==> config.mk <==
export PLATFORM = sky130hd
export DESIGN_NAME = mem_access_unit
export DESIGN_NICKNAME = d
export VERILOG_FILES = /design/src/rtl/mem_access_unit.sv
export SDC_FILE = /design/constraint.sdc
export NUM_CORES = 1
export LEC_CHECK = 0
export ABC_CLOCK_PERIOD_IN_PS = 3500
export CORE_MARGIN = 10
export CORE_UTILIZATION = 47
export CTS_CLUSTER_SIZE = 30
export DETAILED_ROUTE_END_ITERATION = 8
export PLACE_DENSITY = 0.79
export SLEW_MARGIN = 40
export SYNTH_ARGS = -nofsm -noshare
export SYNTH_HDL_FRONTEND = slang
export SYNTH_SLANG_ARGS = --single-unit
==> constraint.sdc <==
create_clock -name clk_i -period 3.5 [get_ports clk_i]
set_input_delay 0.7 -clock clk_i [delete_from_list [all_inputs] [get_ports clk_i]]
set_output_delay 0.7 -clock clk_i [all_outputs]
set_load 0.03 [all_outputs]
==> src/rtl/mem_access_unit.sv <==
// Data-memory initiator: latches one MEM-stage load/store, checks it, runs IDLE->RD/WR->DONE.
// Latency: error 1, word store 2, load READ_LAT+1, sub-word store READ_LAT+2; stall_o holds the pipeline.
`timescale 1ns/1ps
module mem_access_unit #(
   parameter int unsigned MEM_BYTES = 32,
   parameter int unsigned READ_LAT  = 1
) (
   input  logic        clk_i,
   input  logic        rst_n_i,
   input  logic        req_i,
   input  logic        we_i,
   input  logic [1:0]  size_i,
   input  logic        unsigned_i,
   input  logic [31:0] addr_i,
   input  logic [31:0] wdata_i,
   output logic        stall_o,
   output logic        done_o,
   output logic        err_o,
   output logic [31:0] rdata_o,
   output logic [31:0] mem_addr_o,
   output logic [31:0] mem_wdata_o,
   output logic        mem_read_o,
   output logic        mem_write_o,
   input  logic [31:0] mem_rdata_i
);

   typedef enum logic [1:0] {IDLE, RD, WR, DONE} state_t;

   localparam int CW = (READ_LAT > 1) ? $clog2(READ_LAT) : 1;

   state_t         state_q, state_d;
   logic [CW-1:0]  cnt_q, cnt_d;
   logic           we_q, we_d;
   logic [1:0]     size_q, size_d;
   logic           uns_q, uns_d;
   logic [31:0]    addr_q, addr_d;
   logic [31:0]    wdata_q, wdata_d;
   logic [31:0]    rdata_q, rdata_d;
   logic           err_q, err_d;

   logic [2:0]     nbytes;
   logic [32:0]    end_addr;
   logic           req_err;
   logic [7:0]     rd_byte;
   logic [15:0]    rd_half;
   logic [31:0]    load_val;
   logic [31:0]    merged;

   // 33-bit sum so addresses near 2^32 cannot wrap back into range
   assign nbytes   = size_i[1] ? 3'd4 : (size_i[0] ? 3'd2 : 3'd1);
   assign end_addr = {1'b0, addr_i} + {30'd0, nbytes};
   assign req_err  = (size_i == 2'b01 && addr_i[0]) ||
                     (size_i[1] && addr_i[1:0] != 2'b00) ||
                     (end_addr > 33'(MEM_BYTES));

   always_comb begin
      rd_byte = mem_rdata_i[{addr_q[1:0], 3'b000} +: 8];
      rd_half = mem_rdata_i[{addr_q[1], 4'b0000} +: 16];
      if (size_q[1])
         load_val = mem_rdata_i;
      else if (size_q[0])
         load_val = {{16{rd_half[15] & ~uns_q}}, rd_half};
      else
         load_val = {{24{rd_byte[7] & ~uns_q}}, rd_byte};
      merged = mem_rdata_i;
      if (!size_q[1]) begin
         if (size_q[0])
            merged[{addr_q[1], 4'b0000} +: 16] = wdata_q[15:0];
         else
            merged[{addr_q[1:0], 3'b000} +: 8] = wdata_q[7:0];
      end
   end

   always_comb begin
      state_d = state_q;
      cnt_d   = cnt_q;
      we_d    = we_q;
      size_d  = size_q;
      uns_d   = uns_q;
      addr_d  = addr_q;
      wdata_d = wdata_q;
      rdata_d = rdata_q;
      err_d   = err_q;
      unique case (state_q)
         IDLE: begin
            if (req_i) begin
               we_d    = we_i;
               size_d  = size_i;
               uns_d   = unsigned_i;
               addr_d  = addr_i;
               wdata_d = wdata_i;
               cnt_d   = '0;
               err_d   = req_err;
               if (req_err) begin
                  rdata_d = '0;
                  state_d = DONE;
               end else if (we_i && size_i[1]) begin
                  state_d = WR;
               end else begin
                  state_d = RD;
               end
            end
         end
         RD: begin
            if (cnt_q == CW'(READ_LAT - 1)) begin
               if (we_q) begin
                  wdata_d = merged;
                  state_d = WR;
               end else begin
                  rdata_d = load_val;
                  state_d = DONE;
               end
            end else begin
               cnt_d = cnt_q + CW'(1);
            end
         end
         WR: begin
            rdata_d = '0;
            state_d = DONE;
         end
         DONE: state_d = IDLE;
         default: state_d = IDLE;
      endcase
   end

   always_ff @(posedge clk_i or negedge rst_n_i) begin
      if (!rst_n_i) begin
         state_q <= IDLE;
         cnt_q   <= '0;
         we_q    <= 1'b0;
         size_q  <= 2'b00;
         uns_q   <= 1'b0;
         addr_q  <= '0;
         wdata_q <= '0;
         rdata_q <= '0;
         err_q   <= 1'b0;
      end else begin
         state_q <= state_d;
         cnt_q   <= cnt_d;
         we_q    <= we_d;
         size_q  <= size_d;
         uns_q   <= uns_d;
         addr_q  <= addr_d;
         wdata_q <= wdata_d;
         rdata_q <= rdata_d;
         err_q   <= err_d;
      end
   end

   // Read strobe drops outside RD so every read presents a fresh rising edge
   assign stall_o     = rst_n_i & (((state_q == IDLE) & req_i) | (state_q == RD) | (state_q == WR));
   assign done_o      = (state_q == DONE);
   assign err_o       = (state_q == DONE) & err_q;
   assign rdata_o     = rdata_q;
   assign mem_read_o  = (state_q == RD);
   assign mem_write_o = (state_q == WR);
   assign mem_addr_o  = (state_q == RD || state_q == WR) ? {addr_q[31:2], 2'b00} : 32'd0;
   assign mem_wdata_o = (state_q == WR) ? wdata_q : 32'd0;

endmodule

==> out/metrics.cfg <==
[timing]
fin_hold_ws_ps = 478
hold_violations = 0
layout_setup_ws_ps = -158
slew_viol_final = 0
slew_headroom_pct = 51.2
skew_ps = 8.77
setup_tns_ps = -4210
setup_viol = 32
period_minus_slack_ps = 3660
finalCritPeriodShare_pct = 105
clock.fmax_mhz = 273
rsz0062_at_grt = yes
max_slew.worst_pin.slew_ps = 731

[power]
clkPwrFrac_pct = 10.3
p_leak_nw = 4.26
seq_power_share_pct = 22.8
p_per_area_nw_per_um2 = 948
ir_worst_vdd_v = 0.000624
power.switching_w = 0.00451
swShare_pct = 46.2
combinationalPowerShare_pct = 66.9
internal_power_w = 0.00526

[clock_network]
ctsRootBufferMaster = clkbuf_16
cts_tree = yes
clock_sinks = 103
clk_latency_ps = 360
cts_hold_buffers = 0
clk_pin_slew_ps = 70
htreeDepth = 3
cts_buffer_depth = 2
numCtsBuffers = 9

[layout]
final_common_cell = clkdlybuf4s50_1
multi_input_area_um2 = 4180
seq_area_um2 = 2580
drive_gt1_share_pct = 20.2
fillers = 1145
fin_nets = 1143
final_util_pct = 70.6
finalNonFillerCells = 1220
layout_common_cells = 194 x clkdlybuf4s50_1, 103 x dfrtp_1, 87 x buf_4
areaGrowthSynthToFinish_pct = 47.2
final_cell_area_um2 = 10300

[logic_synthesis]
synth-compound-area-share_pct = 17.5
synth_top_family_by_area = simple AND/OR/NAND/NOR gates
synth_top_area_share_pct = 36.8
syn-instance-count = 767
synth_area_per_cell_um2 = 9.12
ys_ff_latch = 103
synth_mux_area_share_pct = 16.2
syn-cell-area_um2 = 7000
synth_flop_cell = dfrtp_1
synthXorXnorAreaFrac_pct = 0.626
synth_edf_count = 0
yosys-top-cells-area = dfrtp_1 37%, mux2_2 6.8%, and2_1 5.7%
yosysSeqAreaShare_pct = 36.8
yosysTopAreaCell = dfrtp_1
synth-simple-area-share_pct = 20.8
synth_cell_type_count = 65
synth-adder-area-share_pct = 2.43
yosysWarnings = 0
ys_async_sr_fraction_pct = 100

[flow_run]
cap_violations = 0

[drt]
antenna_left = 0
route.detailed.drc = 0
wl_per_cell_um = 21.1
wl_mm = 25.7
first_iter_violations = 612
num_vias = 7036
viasPerCell = 5.77
firstDrtPassIters = 7

[grt]
grt_pass1_vias = 6960
globalRouteTotalUtil_pct = 24.4
grt_overflow = 0
antenna_found_initial = 4
grt_pass1_wl_mm = 39.1
grt_max_degree = 58

[placement]
postPlaceCellArea_um2 = 9720
portBuffers = 201
dp.cells = 1189
dp_hpwl_mm = 19.5
globalplace.congestion = 0.958

[floorplan]
dieArea_um2 = 20200
pin_count = 204
initial_core_util_pct = 48.0
die_w_um = 142
row_count = 44
die_h_um = 142
coreArea_um2 = 14600

[critical_path]
startpoint_type = input pin
max_stage_delay_ps = 530
cp_num_buf_inv = 5
critPathRequiredTime_ps = 3780
arrival_ps = 3940
critPathMaxFanout = 7
crit_slowest_cell = or4_4
path_class = in -> reg
cp_top_family = simple AND/OR/NAND/NOR gates
worstSetupEndpointType = register
crit_chain = buf_8, nor2_4, ha_4, inv_2, fa_2, nand2b_4, a2bb2oi_2, o311ai_2, nand3_1, or4_4, or4_4, o21ai_4, buf_6, buf_12, buf_8, mux2i_1

[worst_hold_path]
min_path_type = reg -> reg

[status]
violations = setup timing
status = complete, but fails checks

==> worst min-delay path, stage by stage, from the launching register on <==
cell,delay (ps)
dfrtp_1,340
nand2_1,40
o21ai_0,60
==> state kept, by name (all words and copies together) (netlist names) <==
signal and cells:
rdata_o 32, state_q 2, size_q 2, err_q 1, wdata_q 32, uns_q 1
we_q 1, addr_q 32
==> path summary, 6_finish.rpt <==
check                            from           to  slack (ps)  cells after the start
setup reg to reg           state_q[1]  rdata_o[30]         930                      6
setup / recovery            size_i[0]  rdata_o[30]        -160                     16
hold reg to reg             addr_q[7]    addr_q[7]         480                      2
max in group asynchronous     rst_n_i   addr_q[20]        2440                      2
min in group asynchronous     rst_n_i   state_q[1]         520                      2
hold / removal              addr_q[7]    addr_q[7]         480                      2
==> area by class of cell <==
class | instances | share of cell area (%)
Antenna cell | 4 | 0.0972
Clock buffer | 12 | 2.49
Clock inverter | 4 | 0.292
Inverter | 35 | 1.28
Multi-Input combinational cell | 580 | 40.6
Sequential cell | 103 | 25.0
Tap cell | 184 | 2.24
Timing Repair Buffer | 298 | 28.0
==> per-stage QoR <==
step | power (W) | setup slack [ps]
6_report | 0.00977 | -158
5_1_grt | 0.0103 | -260
4_1_cts | 0.00973 | -214
3_5_place_dp | 0.00844 | -849
3_3_place_gp | 0.00830 | -810
2_1_floorplan | 0.00614 | -194
==> kinds of logic after synthesis <==
kind of cell,count (synthesis)
other cells,1
compound gates,188
fa+ha+maj,13
simple gates,281
flops,103
buf+inv,85
xor+xnor,5
mux,91
==> routing by layer <==
| metal | vias up | share of wire (%) | track usage, % |
|---|---|---|---|
| li1 | 3267 | - | - |
| met1 | 3358 | 39 | 29.4 |
| met2 | 351 | 48 | 40.3 |
| met3 | 56 | 9.6 | 6.91 |
| met4 | 4 | 2.9 | 9.14 |
| met5 | - | 0.12 | 0 |
==> what timing repair did <==
action,4_1_cts,5_1_grt
endpoints found under the setup margin,35,35
gates cloned,3,1
resized for setup,37,5
setup buffers,8,0
pin swaps,11,4
==> cells in the mapped netlist (all sizes together), types with 2 or more instances <==
cell     instances
o21ai           48
nor3             6
nand2           62
a2111oi          2
nand4           14
clkinv           3
ha              12
and4             2
mux2            56
nand2b          26
o211ai          18
a31o             2
inv             32
nor2            63
nand3           11
xnor2            2
or4              2
dfrtp          103
nor2b           17
a21oi           35
o21a             3
mux4             8
a31oi           21
and3             4
a221oi          17
clkbuf          40
mux2i           27
xor2             3
a22oi            8
nor4             5
o22ai           12
and2            64
a211oi           4
a21boi          10
buf             10
==> power groups by stage <==
stage / registers (W) / clock network, W / logic [W]
final: 0.00222 / 0.00100 / 0.00654
after global routing: 0.00229 / 0.00105 / 0.00698
after CTS: 0.00221 / 0.00101 / 0.00650
after detailed placement: 0.00223 / 0 / 0.00621
after global placement: 0.00220 / 0 / 0.00610
after floorplan: 0.00240 / 0 / 0.00374
No activity file was read; power rests on OpenSTA's default activity.
